<file path="src/rtl/wb_arbiter_rr_if.sv">
// Wishbone B3 shared-bus bundle for wb_arbiter_rr: packed per-master request
// lanes, the single slave-side port and the one-hot grant.
interface wb_arbiter_rr_if #(
  parameter int MASTERS = 3,
  parameter int AW      = 32,
  parameter int DW      = 32
);
  logic [MASTERS-1:0]        m_cyc;
  logic [MASTERS-1:0]        m_stb;
  logic [MASTERS-1:0]        m_we;
  logic [MASTERS*AW-1:0]     m_adr;
  logic [MASTERS*DW-1:0]     m_dat_m2s;
  logic [MASTERS*DW/8-1:0]   m_sel;
  logic [MASTERS*3-1:0]      m_cti;
  logic [MASTERS*2-1:0]      m_bte;
  logic [DW-1:0]             m_dat_s2m;
  logic [MASTERS-1:0]        m_ack;
  logic [MASTERS-1:0]        m_err;

  logic                      s_cyc;
  logic                      s_stb;
  logic                      s_we;
  logic [AW-1:0]             s_adr;
  logic [DW-1:0]             s_dat_m2s;
  logic [DW/8-1:0]           s_sel;
  logic [2:0]                s_cti;
  logic [1:0]                s_bte;
  logic [DW-1:0]             s_dat_s2m;
  logic                      s_ack;
  logic                      s_err;

  logic [MASTERS-1:0]        grant;

  // Arbiter view: consumes master requests and slave responses.
  modport slave (
    input  m_cyc, m_stb, m_we, m_adr, m_dat_m2s, m_sel, m_cti, m_bte,
    input  s_dat_s2m, s_ack, s_err,
    output m_dat_s2m, m_ack, m_err,
    output s_cyc, s_stb, s_we, s_adr, s_dat_m2s, s_sel, s_cti, s_bte,
    output grant
  );

  // Environment view: the requesting masters plus the responding slave.
  modport master (
    output m_cyc, m_stb, m_we, m_adr, m_dat_m2s, m_sel, m_cti, m_bte,
    output s_dat_s2m, s_ack, s_err,
    input  m_dat_s2m, m_ack, m_err,
    input  s_cyc, s_stb, s_we, s_adr, s_dat_m2s, s_sel, s_cti, s_bte,
    input  grant
  );
endinterface

</file>
<file path="src/rtl/wb_arbiter_rr.sv">
// Round-robin Wishbone B3 arbiter: one owner per cyc tenure, no preemption.
// Optional slave-hang watchdog enabled by defining WB_ARB_WATCHDOG_EN.
module wb_arbiter_rr #(
  parameter int MASTERS = 3,
  parameter int AW      = 32,
  parameter int DW      = 32,
  parameter int TIMEOUT = 255
) (
  input  logic           clk,
  input  logic           rst,
  wb_arbiter_rr_if.slave bus
);

  localparam int LW = $clog2(MASTERS);
  localparam int SW = DW / 8;
  // Out-of-range configurations never grant, so a bad build shows up as a dead bus.
  localparam bit CFG_OK = (MASTERS >= 2) && (MASTERS <= 8) &&
                          (TIMEOUT >= 1) && (TIMEOUT <= 65535) && (DW % 8 == 0);

  typedef enum logic [1:0] {
    ST_IDLE  = 2'd0,
    ST_OWN   = 2'd1
`ifdef WB_ARB_WATCHDOG_EN
    , ST_ABORT = 2'd2
`endif
  } state_e;

  state_e             state_q;
  logic [MASTERS-1:0] grant_q;
  logic [LW-1:0]      owner_q;
  logic [LW-1:0]      last_q;

`ifdef WB_ARB_WATCHDOG_EN
  localparam logic [15:0] WDOG_LIMIT = 16'(TIMEOUT);
  logic [15:0]        wdog_q;
  logic               abort_err_q;
`endif

  logic [MASTERS-1:0] grant_d;
  logic [LW-1:0]      owner_d;
  logic               req_vld;

  function automatic logic [LW-1:0] rr_idx(input logic [LW-1:0] base, input int k);
    return LW'((int'(base) + k) % MASTERS);
  endfunction

  // Scan from farthest to nearest so the first requester after last_q overwrites the rest.
  always_comb begin
    req_vld = 1'b0;
    owner_d = '0;
    grant_d = '0;
    for (int k = MASTERS; k >= 1; k--) begin
      if (bus.m_cyc[rr_idx(last_q, k)]) begin
        req_vld = CFG_OK;
        owner_d = rr_idx(last_q, k);
      end
    end
    grant_d[owner_d] = req_vld;
  end

  logic          own_cyc, own_stb, own_we;
  logic [AW-1:0] own_adr;
  logic [DW-1:0] own_dat;
  logic [SW-1:0] own_sel;
  logic [2:0]    own_cti;
  logic [1:0]    own_bte;

  always_comb begin
    own_cyc = 1'b0;
    own_stb = 1'b0;
    own_we  = 1'b0;
    own_adr = '0;
    own_dat = '0;
    own_sel = '0;
    own_cti = '0;
    own_bte = '0;
    for (int i = 0; i < MASTERS; i++) begin
      if (grant_q[i]) begin
        own_cyc = bus.m_cyc[i];
        own_stb = bus.m_stb[i];
        own_we  = bus.m_we[i];
        own_adr = bus.m_adr[i*AW +: AW];
        own_dat = bus.m_dat_m2s[i*DW +: DW];
        own_sel = bus.m_sel[i*SW +: SW];
        own_cti = bus.m_cti[i*3 +: 3];
        own_bte = bus.m_bte[i*2 +: 2];
      end
    end
  end

  logic own_act;
  assign own_act = (state_q == ST_OWN);

  assign bus.s_cyc     = own_act & own_cyc;
  assign bus.s_stb     = own_act & own_cyc & own_stb;
  assign bus.s_we      = own_act & own_we;
  assign bus.s_adr     = own_act ? own_adr : '0;
  assign bus.s_dat_m2s = own_act ? own_dat : '0;
  assign bus.s_sel     = own_act ? own_sel : '0;
  assign bus.s_cti     = own_act ? own_cti : '0;
  assign bus.s_bte     = own_act ? own_bte : '0;

  assign bus.m_dat_s2m = bus.s_dat_s2m;
  assign bus.m_ack     = own_act ? (grant_q & {MASTERS{bus.s_ack}}) : '0;
  assign bus.grant     = grant_q;

`ifdef WB_ARB_WATCHDOG_EN
  assign bus.m_err = (own_act ? (grant_q & {MASTERS{bus.s_err}}) : '0) |
                     (abort_err_q ? grant_q : '0);

  logic stall;
  assign stall = bus.s_stb & ~bus.s_ack & ~bus.s_err;
`else
  assign bus.m_err = own_act ? (grant_q & {MASTERS{bus.s_err}}) : '0;
`endif

  always_ff @(posedge clk or negedge rst) begin
    if (!rst) begin
      state_q     <= ST_IDLE;
      grant_q     <= '0;
      owner_q     <= '0;
      last_q      <= LW'(MASTERS - 1);
`ifdef WB_ARB_WATCHDOG_EN
      wdog_q      <= '0;
      abort_err_q <= 1'b0;
`endif
    end else begin
      case (state_q)
        ST_IDLE: begin
          if (req_vld) begin
            state_q <= ST_OWN;
            grant_q <= grant_d;
            owner_q <= owner_d;
          end
        end
        ST_OWN: begin
          if (!own_cyc) begin
            state_q <= ST_IDLE;
            grant_q <= '0;
            last_q  <= owner_q;
`ifdef WB_ARB_WATCHDOG_EN
            wdog_q  <= '0;
          end else if (wdog_q == WDOG_LIMIT) begin
            state_q     <= ST_ABORT;
            abort_err_q <= 1'b1;
            wdog_q      <= '0;
          end else if (stall) begin
            wdog_q <= wdog_q + 16'd1;
          end else begin
            wdog_q <= '0;
`endif
          end
        end
`ifdef WB_ARB_WATCHDOG_EN
        // Slave is cut off; hold the grant until the stuck master gives up cyc.
        ST_ABORT: begin
          abort_err_q <= 1'b0;
          if (!own_cyc) begin
            state_q <= ST_IDLE;
            grant_q <= '0;
            last_q  <= owner_q;
          end
        end
`endif
        default: begin
          state_q <= ST_IDLE;
          grant_q <= '0;
        end
      endcase
    end
  end

endmodule

</file>
<file path="src/flat_wrapper.sv">
// flat-port wrapper written by rule: the top's interface ports become plain ports
module wb_arbiter_rr_flat 
#(
  parameter int MASTERS = 3,
  parameter int AW      = 32,
  parameter int DW      = 32,
  parameter int TIMEOUT = 255
)
  (clk, rst, bus_m_cyc, bus_m_stb, bus_m_we, bus_m_adr, bus_m_dat_m2s, bus_m_sel, bus_m_cti, bus_m_bte, bus_s_dat_s2m, bus_s_ack, bus_s_err, bus_m_dat_s2m, bus_m_ack, bus_m_err, bus_s_cyc, bus_s_stb, bus_s_we, bus_s_adr, bus_s_dat_m2s, bus_s_sel, bus_s_cti, bus_s_bte, bus_grant);
  wb_arbiter_rr_if #(.MASTERS(MASTERS), .AW(AW), .DW(DW)) bus_i ();
  input  logic clk;
  input  logic rst;
  input wire logic [$bits(bus_i.m_cyc)-1:0] bus_m_cyc;
  input wire logic [$bits(bus_i.m_stb)-1:0] bus_m_stb;
  input wire logic [$bits(bus_i.m_we)-1:0] bus_m_we;
  input wire logic [$bits(bus_i.m_adr)-1:0] bus_m_adr;
  input wire logic [$bits(bus_i.m_dat_m2s)-1:0] bus_m_dat_m2s;
  input wire logic [$bits(bus_i.m_sel)-1:0] bus_m_sel;
  input wire logic [$bits(bus_i.m_cti)-1:0] bus_m_cti;
  input wire logic [$bits(bus_i.m_bte)-1:0] bus_m_bte;
  input wire logic [$bits(bus_i.s_dat_s2m)-1:0] bus_s_dat_s2m;
  input wire logic [$bits(bus_i.s_ack)-1:0] bus_s_ack;
  input wire logic [$bits(bus_i.s_err)-1:0] bus_s_err;
  output wire logic [$bits(bus_i.m_dat_s2m)-1:0] bus_m_dat_s2m;
  output wire logic [$bits(bus_i.m_ack)-1:0] bus_m_ack;
  output wire logic [$bits(bus_i.m_err)-1:0] bus_m_err;
  output wire logic [$bits(bus_i.s_cyc)-1:0] bus_s_cyc;
  output wire logic [$bits(bus_i.s_stb)-1:0] bus_s_stb;
  output wire logic [$bits(bus_i.s_we)-1:0] bus_s_we;
  output wire logic [$bits(bus_i.s_adr)-1:0] bus_s_adr;
  output wire logic [$bits(bus_i.s_dat_m2s)-1:0] bus_s_dat_m2s;
  output wire logic [$bits(bus_i.s_sel)-1:0] bus_s_sel;
  output wire logic [$bits(bus_i.s_cti)-1:0] bus_s_cti;
  output wire logic [$bits(bus_i.s_bte)-1:0] bus_s_bte;
  output wire logic [$bits(bus_i.grant)-1:0] bus_grant;
  assign bus_i.m_cyc = bus_m_cyc;
  assign bus_i.m_stb = bus_m_stb;
  assign bus_i.m_we = bus_m_we;
  assign bus_i.m_adr = bus_m_adr;
  assign bus_i.m_dat_m2s = bus_m_dat_m2s;
  assign bus_i.m_sel = bus_m_sel;
  assign bus_i.m_cti = bus_m_cti;
  assign bus_i.m_bte = bus_m_bte;
  assign bus_i.s_dat_s2m = bus_s_dat_s2m;
  assign bus_i.s_ack = bus_s_ack;
  assign bus_i.s_err = bus_s_err;
  assign bus_m_dat_s2m = bus_i.m_dat_s2m;
  assign bus_m_ack = bus_i.m_ack;
  assign bus_m_err = bus_i.m_err;
  assign bus_s_cyc = bus_i.s_cyc;
  assign bus_s_stb = bus_i.s_stb;
  assign bus_s_we = bus_i.s_we;
  assign bus_s_adr = bus_i.s_adr;
  assign bus_s_dat_m2s = bus_i.s_dat_m2s;
  assign bus_s_sel = bus_i.s_sel;
  assign bus_s_cti = bus_i.s_cti;
  assign bus_s_bte = bus_i.s_bte;
  assign bus_grant = bus_i.grant;
  wb_arbiter_rr #(.MASTERS(MASTERS), .AW(AW), .DW(DW), .TIMEOUT(TIMEOUT)) u_core (.clk(clk), .rst(rst), .bus(bus_i));
endmodule
</file>
<file path="config.mk">
export PLATFORM = sky130hd
export DESIGN_NAME = wb_arbiter_rr_flat
export DESIGN_NICKNAME = d
export VERILOG_FILES = /design/src/rtl/wb_arbiter_rr_if.sv /design/src/rtl/wb_arbiter_rr.sv /design/src/flat_wrapper.sv
export SDC_FILE = /design/constraint.sdc
export NUM_CORES = 1
export LEC_CHECK = 0
export BUFFER_PORTS_ARGS = -buffer_cell sky130_fd_sc_hd__buf_2
export CELL_PAD_IN_SITES_DETAIL_PLACEMENT = 0
export CELL_PAD_IN_SITES_GLOBAL_PLACEMENT = 1
export CORE_AREA = 3 3 148 150
export DETAILED_ROUTE_END_ITERATION = 10
export DIE_AREA = 0 0 151 153
export PLACE_DENSITY = 0.68
export SYNTH_ARGS = -nofsm -noshare
export SYNTH_HDL_FRONTEND = slang
export SYNTH_SLANG_ARGS = --single-unit
</file>
<file path="constraint.sdc">
create_clock -name clk -period 5.2 [get_ports clk]
set_clock_uncertainty 0.1 [all_clocks]
set_input_delay 0.52 -clock clk [delete_from_list [all_inputs] [get_ports clk]]
set_output_delay 0.52 -clock clk [all_outputs]
set_load 0.01 [all_outputs]
</file>
**Word-level counts from Yosys, hierarchy flattened**

Cells that the tools add are included.

- Register bits after elaboration: 9
- Word-level logic and storage cells: 81
- Output and inout port bits: 117

- Reduce and logical (&&, ||, !) cells: 5
- Divide/modulo/power cells: 3
- Add/subtract/negate cells: 3
- Equal/unequal tests: 3
- Bitwise gates (word level): 7
- Multiplexer cells: 51
- $lt $le $gt $ge: 5

Operators by type and width:

| cell | count |
|---|---|
| 32-bit 2-to-1 mux | 8 |
| 32-bit by 3-bit modulo with 32-bit output (second input constant) | 3 |
| 3-bit 2-to-1 mux | 8 |
| 2-bit 2-to-1 mux | 9 |
| 1-bit 2-to-1 mux | 16 |
| 4-bit 2-to-1 mux | 4 |
| 2-bit by 3-bit less-than comparator with 1-bit output (second input constant) | 4 |
| 3-bit AND | 3 |
| 2-bit by 2-bit adder with 3-bit output (second input constant) | 2 |
| 1-bit binary-select mux with 2-bit select | 3 |
| 3-bit case mux with 2 select lines | 1 |
| 2-bit AND reduction | 3 |
| 2-bit case mux with 2 select lines | 1 |
| 2-bit by 1-bit adder with 3-bit output (second input constant) | 1 |
| 1-bit AND | 3 |
| 1-bit demux with 2-bit select | 1 |
| 2-bit by 1-bit == test with 1-bit output (second input constant) | 1 |
| 2-bit by 1-bit >= comparator with 1-bit output (second input constant) | 1 |
| 2-bit zero test | 1 |
| 2-bit by 1-bit inequality test with 1-bit output (second input constant) | 1 |
| 2-bit inequality test (second input constant) | 1 |
| 1-bit logical AND | 1 |
| 1-bit inverter | 1 |

**Depth between registers and ports, before layout**

Gate-level depths: netlist of run 1.

- Depth in word-level cells: 14
- Depth in mapped cells: 8

**Worst setup path before layout of run 1**

No wires, ideal clock.

- Path type: reg2out
- From: register u_core.grant_q[1] (netlist: u_core.bus.grant[1])
- To: output port bus_s_adr[0]
- Stages on the path, launching flop included: 8
- Setup slack: 3166 ps
- Buffers on the path: 3
- Data required time: 4580 ps
- Arrival: 1414 ps
- Cells stage by stage: dfrtp_1 > buf_4 > nor2b_1 > buf_2 > buf_2 > a22oi_1 > o21ai_0 > and2_1

- Longest elaborated chain between the ends: 3

Ends and longest elaborated chain:

| what | line | source |
|---|---|---|
| from (decl) | wb_arbiter_rr.sv:29 | `logic [MASTERS-1:0] grant_q;` |
| from (signal assigned) | wb_arbiter_rr.sv:132 | `grant_q <= grant_d;` |
| 32-bit 2-to-1 mux (2 in a row) | wb_arbiter_rr.sv:78 | `if (grant_q[i]) begin` |
| 32-bit 2-to-1 mux | wb_arbiter_rr.sv:97 | `assign bus.s_adr = own_act ? own_adr : '0;` |
| to (decl) | flat_wrapper.sv:30 | `output wire logic [$bits(bus_i.s_adr)-1:0] bus_s_adr;` |

Every way passes these cells.

**Final worst setup path of run 1**

- From: register u_core.grant_q[1] (netlist: u_core.bus.grant[1])
- To: output port bus_s_dat_m2s[0]

- Longest elaborated chain between the ends: 3

Ends and longest elaborated chain:

| what | line | source |
|---|---|---|
| 32-bit 2-to-1 mux (2 in a row) | wb_arbiter_rr.sv:78 |  |
| 32-bit 2-to-1 mux | wb_arbiter_rr.sv:98 | `assign bus.s_dat_m2s = own_act ? own_dat : '0;` |
| to (decl) | flat_wrapper.sv:31 | `output wire logic [$bits(bus_i.s_dat_m2s)-1:0] bus_s_dat_m2s;` |

Every way passes these cells.

==> reports/results.ini, run 1 <==
[critical_path]
start_kind=flop
cp.required_ns=4.58
cp-startpoint=u_core.bus.grant[1]
critical_path.endpoint_type=output port
cp.arrival_ns=2.76
reg2regPathDepth=7
regToRegSetupSlack_ns=2.72
r2r-start=u_core.bus.grant[1]
crit_fanout=44
crit_path_end=bus_s_dat_m2s[0]
reg2reg_to=u_core.bus.grant[1]
crit_type=reg -> out

[synth]
syn_inst=443
synth_flop_cell=dfrtp_1
seq_area_frac_synth_pct=7.39
synth_top_family_by_area=compound AO/OA/AOI/OAI gates
yosysWarnings=0
syn_avg_cell_area_um2=6.15
synthMuxAreaShare_pct=2.89
syn_area_um2=2730
synthDistinctLibCells=34
synthAdderAreaFrac_pct=1.84
syn_nets=711
synth-xor-area-share_pct=0
synth_compound_area_share_pct=38.0
synthSimpleGateAreaFrac_pct=33.4
synth-edff-count=0
async_flop_share_pct=100
synth-seq-cells=8

[clocking]
post_cts_resized=0
clkSinkCount=8
clk_pin_slew_ns=0.04
postCtsSetupBuffers=0
numCtsBuffers=3
cts_max_level=1
clock_latency_ns=0.23
ctsRootBufferMaster=clkbuf_16
cts_buffer_depth=2
cts_tree=done
cts_hold_buffers=0

[finish]
syn_to_final_growth_pct=60.3
n_fill_cell=2416
drive_gt1_share_pct=48.6
final_util_pct=21.0
fin_nets=962
n_antenna_cell=0

[floorplanning]
rows=53
die_y_um=153
start_util_pct=13.1
die-area_um2=23100
die_w_um=151
io_pins=381
coreArea_um2=20800

[grt]
overflow=0
grt_pass1_vias=3816
grt_pass1_wl_um=19200
grt_max_degree=84
grt_antenna_before_repair=0
grt_use_total_pct=10.0

[placed_design]
gp_congestion=0.763
port_buffers=316
dpl.hpwl_um=10300

[flow_run]
cap_violations=0

[power]
leakage_nw=2.27
power.total_w=0.00161
ir_worst_vdd_v=0.000201
power.density_nw_per_um2=369

[outcome]
status=finished, final reports clean

[routing]
routedWlPerCell_um=13.7
drt_wl_total_um=13300
first_pass_iters=4
vias=3990
ant_nets=0
vias_per_cell=4.12
drc=0
drt_iter0_drc=191

[timing]
period_needed_ns=3.38
slew_headroom_pct=38.5
worst_pin_slew_ns=0.921
timing.hold.ws_ns=0.0220
rsz0062_at_grt=false
finalSetupTns_ns=0
period_share_pct=64.9
timing.final.max_slew_violations=0
hold_viol_final=0
setup_violations=0
max_freq_ghz=0.296

[worst_hold_path]
holdCritPathClass=in -> async

-- power by group --
group	switching (W)	leakage, nW	total, W	internal (W)
logic	0.000759	2.14	0.00133	0.000570
clock network	0.0000320	0.0382	0.000134	0.000102
registers	0.0000589	0.0958	0.000151	0.0000921
total	0.000850	2.27	0.00161	0.000765
-- Yosys cell counts, drive strengths merged (2+ instances only) --
library cell | n | area, um2
nand2 | 85 | 319
and2b | 2 | 15.0
mux2 | 6 | 78.8
ha | 4 | 50.1
nand3 | 2 | 10.0
and2 | 75 | 469
clkbuf | 28 | 105
a22oi | 74 | 556
dfrtp | 7 | 175
o211ai | 2 | 20.0
a221oi | 2 | 17.5
o31ai | 2 | 15.0
a21oi | 3 | 18.8
inv | 5 | 18.8
o21ai | 78 | 390
buf | 48 | 327
nor2 | 5 | 18.8
and3 | 7 | 43.8
nor2b | 2 | 12.5
-- stage by stage --
stage	area (um2)	instances	setup WS (ns)
2_1_floorplan	2730	443	3.17
3_3_place_gp	4290	964	2.00
3_5_place_dp	4290	964	2.00
4_1_cts	4370	968	1.74
5_1_grt	4370	968	1.55
6_report	4370	968	1.82
-- layer usage --
layer	GRT usage, %	up-vias	share of wire [%]
met5	0	-	0
met2	19.5	177	51
met4	1.38	0	1.0
li1	-	2015	-
met3	2.08	16	9.2
met1	11.3	1782	39
-- registers in the layout, summed over array words and instances, names as in the netlist --
name,cells
u_core.bus.grant,3
u_core.last_q,2
u_core.owner_q,2
u_core.state_q,1
-- worst min-delay path by stage --
stage | start | endpoint | slack [ns] | depth (start not counted)
finish | rst | u_core.owner_q[1] | 0.02 | 1
global route | rst | u_core.owner_q[1] | 0.04 | 1
CTS | rst | u_core.owner_q[1] | 0.03 | 1
detailed placement | rst | u_core.owner_q[1] | 0.28 | 1
global placement | rst | u_core.owner_q[1] | 0.27 | 1
floorplan | rst | u_core.bus.grant[0] | 0.12 | 0
-- worst max-delay path, stage by stage, from the launching register on --
cell and delay, ns:
dfrtp_2 0.38, buf_4 0.27, nor2b_4 0.77, buf_4 0.51, a22oi_1 0.14, o21ai_0 0.17
and2_1 0.13, buf_2 0.12
-- area by class of cell --
class,instances,area [um2],area share [%]
Clock buffer,4,78.8,1.80
Inverter,5,18.8,0.429
Multi-Input combinational cell,354,2080,47.6
Sequential cell,8,208,4.75
Tap cell,275,344,7.87
Timing Repair Buffer,322,1640,37.5
-- cell usage in the layout, fill, tap and decap left out, types with 2 or more instances in the layout --
| cell type | count |
|---|---|
| nor2_1 | 5 |
| a22oi_1 | 74 |
| dfrtp_1 | 4 |
| a21oi_1 | 2 |
| inv_1 | 5 |
| dfrtp_2 | 2 |
| nand3_1 | 2 |
| o21ai_0 | 77 |
| and2b_1 | 2 |
| buf_2 | 316 |
| clkbuf_16 | 3 |
| buf_4 | 5 |
| mux2_4 | 3 |
| a221oi_1 | 2 |
| nand2_1 | 85 |
| and2_1 | 74 |
| ha_1 | 4 |
| mux2_2 | 2 |
| o31ai_1 | 2 |
| and3_1 | 7 |
-- cells by family (layout without fill, tap and decap cells) --
family,after synthesis,after routing
simple gates,181,181
compound gates,163,163
buf+inv,81,331
flops,8,8
mux,6,6
fa+ha+maj,4,4
No activity file was read; power rests on OpenSTA's default activity.
==> inputs of run 2 (changes only) <==
--- a/config.mk
+++ b/config.mk
@@ -5,13 +5,14 @@
 export SDC_FILE = /design/constraint.sdc
 export NUM_CORES = 1
 export LEC_CHECK = 0
+export ABC_AREA = 1
 export BUFFER_PORTS_ARGS = -buffer_cell sky130_fd_sc_hd__buf_2
 export CELL_PAD_IN_SITES_DETAIL_PLACEMENT = 0
 export CELL_PAD_IN_SITES_GLOBAL_PLACEMENT = 1
-export CORE_AREA = 3 3 148 150
+export CORE_AREA = 3 3 147 149
 export DETAILED_ROUTE_END_ITERATION = 10
-export DIE_AREA = 0 0 151 153
-export PLACE_DENSITY = 0.68
+export DIE_AREA = 0 0 150 152
+export PLACE_DENSITY = 0.7
 export SYNTH_ARGS = -nofsm -noshare
 export SYNTH_HDL_FRONTEND = slang
 export SYNTH_SLANG_ARGS = --single-unit
==> constraint.sdc (replaced) <==
create_clock -name clk -period 3.2 [get_ports clk]
set_clock_uncertainty 0.1 [all_clocks]
set_input_delay 0.32 -clock clk [delete_from_list [all_inputs] [get_ports clk]]
set_output_delay 0.32 -clock clk [all_outputs]
set_load 0.01 [all_outputs]
==> reports/results.ini, run 2 <==
[outcome]
status=finished, final reports clean  ; unchanged

[timing]
period_share_pct=73.7
hold_viol_final=0  ; unchanged
worst_slack_ns=0.842  ; was 1.82 ns
timing.final.max_slew_violations=0  ; unchanged
slew_headroom_pct=60.6  ; was 38.5%
finalSetupTns_ns=0  ; unchanged
period_needed_ns=2.36
rsz0062_at_grt=false  ; unchanged
max_freq_ghz=0.424
worst_pin_slew_ns=0.592  ; was 0.921 ns
setup_violations=0  ; unchanged

[routing]
vias=4243  ; was 3,990
ant_nets=0  ; unchanged
first_pass_iters=4  ; unchanged
vias_per_cell=4.26  ; was 4.12
drc=0  ; unchanged
drt_iter0_drc=209  ; was 191
routedWlPerCell_um=15.0  ; was 13.7 um
drt_wl_total_um=14900  ; was 13,300 um

[power]
ir_worst_vdd_v=0.000305  ; was 0.000201 V
clockPowerShare_pct=6.4  ; was 8.3%
power.density_nw_per_um2=836  ; was 369 nW/um2
leakage_nw=2.17  ; was 2.27 nW
swShare_pct=59.3  ; was 52.6%
p_int_w=0.00142  ; was 0.000765 W
pwr-share-seq_pct=7.4  ; was 9.4%
comb_power_share_pct=86.2  ; was 82.3%
switching_power_w=0.00207  ; was 0.000850 W

[critical_path]
cp.buffers_inverters=4  ; was 3
cp.arrival_ns=1.94  ; was 2.76 ns
cp.required_ns=2.78  ; was 4.58 ns
start_kind=flop  ; unchanged
crit_fanout=25  ; was 44
critical_path.endpoint_type=output port  ; unchanged
crit_type=reg -> out  ; unchanged
cpPeakStageDelay_ns=0.41  ; was 0.77 ns
critPathTopFamily=buffers and inverters  ; unchanged
crit_chain=clkinv_2 -> nand2_2 -> inv_2 -> buf_4 -> nand2_1 -> a21oi_1 -> buf_2  ; was buf_4 -> nor2b_4 -> buf_4 -> a22oi_1 -> o21ai_0 -> and2_1 -> buf_2
cpMaxStageDelayCell=dfrtp_2  ; was nor2b_4

[clocking]
clock_latency_ns=0.24  ; was 0.23 ns
clkSinkCount=8  ; unchanged
cts_tree=done  ; unchanged
clk_pin_slew_ns=0.04  ; about the same
cts_buffer_depth=2  ; unchanged
cts_max_level=1  ; unchanged
numCtsBuffers=3  ; unchanged
ctsRootBufferMaster=clkbuf_16  ; unchanged
post_cts_resized=0  ; unchanged

[synth]
yosysWarnings=0  ; unchanged
yosys-top-cells-area=a21oi_1 (30%), nand2_1 (15%), o21ai_0 (15%), buf_4 (10%), dfrtp_1 (6.9%)  ; was a22oi_1 (20%), and2_1 (17%), o21ai_0 (14%), nand2_1 (12%), buf_4 (9.1%)
async_flop_share_pct=100  ; unchanged
seq_area_frac_synth_pct=7.90  ; was 7.39%
syn_avg_cell_area_um2=5.41  ; was 6.15 um2
synth_flop_cell=dfrtp_1  ; unchanged
yosysTopAreaCellShare_pct=30.2  ; was 20.4%
synth-edff-count=0  ; unchanged
synthDistinctLibCells=23  ; was 34
syn_area_um2=2550  ; was 2730 um2
syn_inst=471  ; was 443
synthTopCellsByCount=a21oi_1 (154), nand2_1 (102), o21ai_0 (74)  ; was nand2_1 (85), o21ai_0 (77), a22oi_1 (74), and2_1 (74), buf_4 (33)
syn_nets=739  ; was 711
yosysMostFrequentCell=a21oi_1  ; was nand2_1
synth_top_area_cell=a21oi_1  ; was a22oi_1
synth-seq-cells=8  ; unchanged

[placed_design]
port_buffers=316  ; unchanged
gp_congestion=0.838  ; was 0.763
pre_cts_ws_ns=1.08  ; was 2.00 ns
dpl.hpwl_um=11900  ; was 10,300 um

[grt]
grt_pass1_wl_um=21100  ; was 19,200 um
grt_antenna_before_repair=0  ; unchanged
grt_max_degree=46  ; was 84
overflow=0  ; unchanged
grt_use_total_pct=11.5  ; was 10.0%
grt_pass1_vias=3869  ; was 3,816

[finish]
largest_reg_flops=3  ; unchanged
final_cell_mix=buf_2 (316), a21oi_1 (154), nand2_1 (102)  ; was buf_2 (316), nand2_1 (85), o21ai_0 (77)
n_fill_cell=2359  ; was 2,416
syn_to_final_growth_pct=63.5  ; was 60.3%
final_common_cell=buf_2  ; unchanged
fin_nets=995  ; was 962
n_antenna_cell=0  ; unchanged
drive_gt1_share_pct=47.5  ; was 48.6%

[floorplanning]
die_y_um=152  ; was 153 um
coreArea_um2=20300  ; was 20,800 um2
rows=52  ; was 53
io_pins=381  ; unchanged
die-area_um2=22800  ; was 23,100 um2
die_w_um=150  ; was 151 um
start_util_pct=12.6  ; was 13.1%

[worst_hold_path]
holdCritPathClass=in -> async  ; unchanged

[flow_run]
cap_violations=0  ; unchanged

==> run 2: metal layers <==
layer | global-route usage, % | up-vias | routed length, um
li1 | - | 2088 | -
met1 | 13.0 | 1879 | 5640
met2 | 21.7 | 264 | 7490
met3 | 2.92 | 12 | 1620
met4 | 1.66 | 0 | 157
met5 | 0 | - | 0
==> run 2: final timing paths <==
kind                       depth (start not counted)  slack, ns                   to                 from
max                                                7       0.84         bus_s_sel[3]  u_core.bus.grant[1]
min                                                2       0.37  u_core.bus.grant[0]                  rst
max reg2reg                                       12       1.38  u_core.bus.grant[0]     u_core.last_q[0]
min reg2reg                                        2       0.37    u_core.owner_q[1]    u_core.owner_q[1]
max in group asynchronous                          2       2.38     u_core.last_q[1]                  rst
min in group clk                                   2       0.37    u_core.owner_q[1]    u_core.owner_q[1]
==> run 2: cells by family (layout without fill, tap and decap cells) <==
group	Yosys count	count (layout)	synth area share (%)
AND/OR/NAND/NOR	127	127	20.5
buffers and inverters	95	350	22.5
flip-flops	8	8	7.90
adder cells (fa/ha/maj)	4	4	1.96
AO/OA/AOI/OAI	237	237	47.1
==> run 2: what timing repair did <==
action	in CTS	in global routing
endpoints found under the hold margin	7	0
hold buffers	1	0
buffers inserted	0	0
==> run 2: power groups by stage <==
stage	registers, W	logic [W]	clock network (W)
after floorplan	0.000196	0.00204	0
after global placement	0.000256	0.00303	0
after detailed placement	0.000259	0.00302	0
after CTS	0.000258	0.00303	0.000227
after global routing	0.000272	0.00334	0.000230
final	0.000259	0.00301	0.000222
==> run 2: area by class of cell <==
class	count	area, um2	area share (%)
flip-flops and latches	8	205	4.92
repair buffers	326	1700	40.7
clock buffers	4	78.8	1.89
multi-input cells	368	1770	42.6
well taps	270	338	8.10
inverters	20	76.3	1.83
==> run 2: stage by stage <==
stage | util [%] | hold WS, ns | instances | total power [W] | area, um2
final | 20.5 | 0.369 | 996 | 0.00349 | 4170
after global routing | 20.5 | 0.397 | 996 | 0.00384 | 4170
after CTS | 20.5 | 0.371 | 996 | 0.00352 | 4170
after detailed placement | 20.1 | 0.0852 | 991 | 0.00328 | 4080
after global placement | 20.1 | 0.0760 | 991 | 0.00329 | 4080
after floorplan | - | -0.0756 | 471 | 0.00224 | 2550
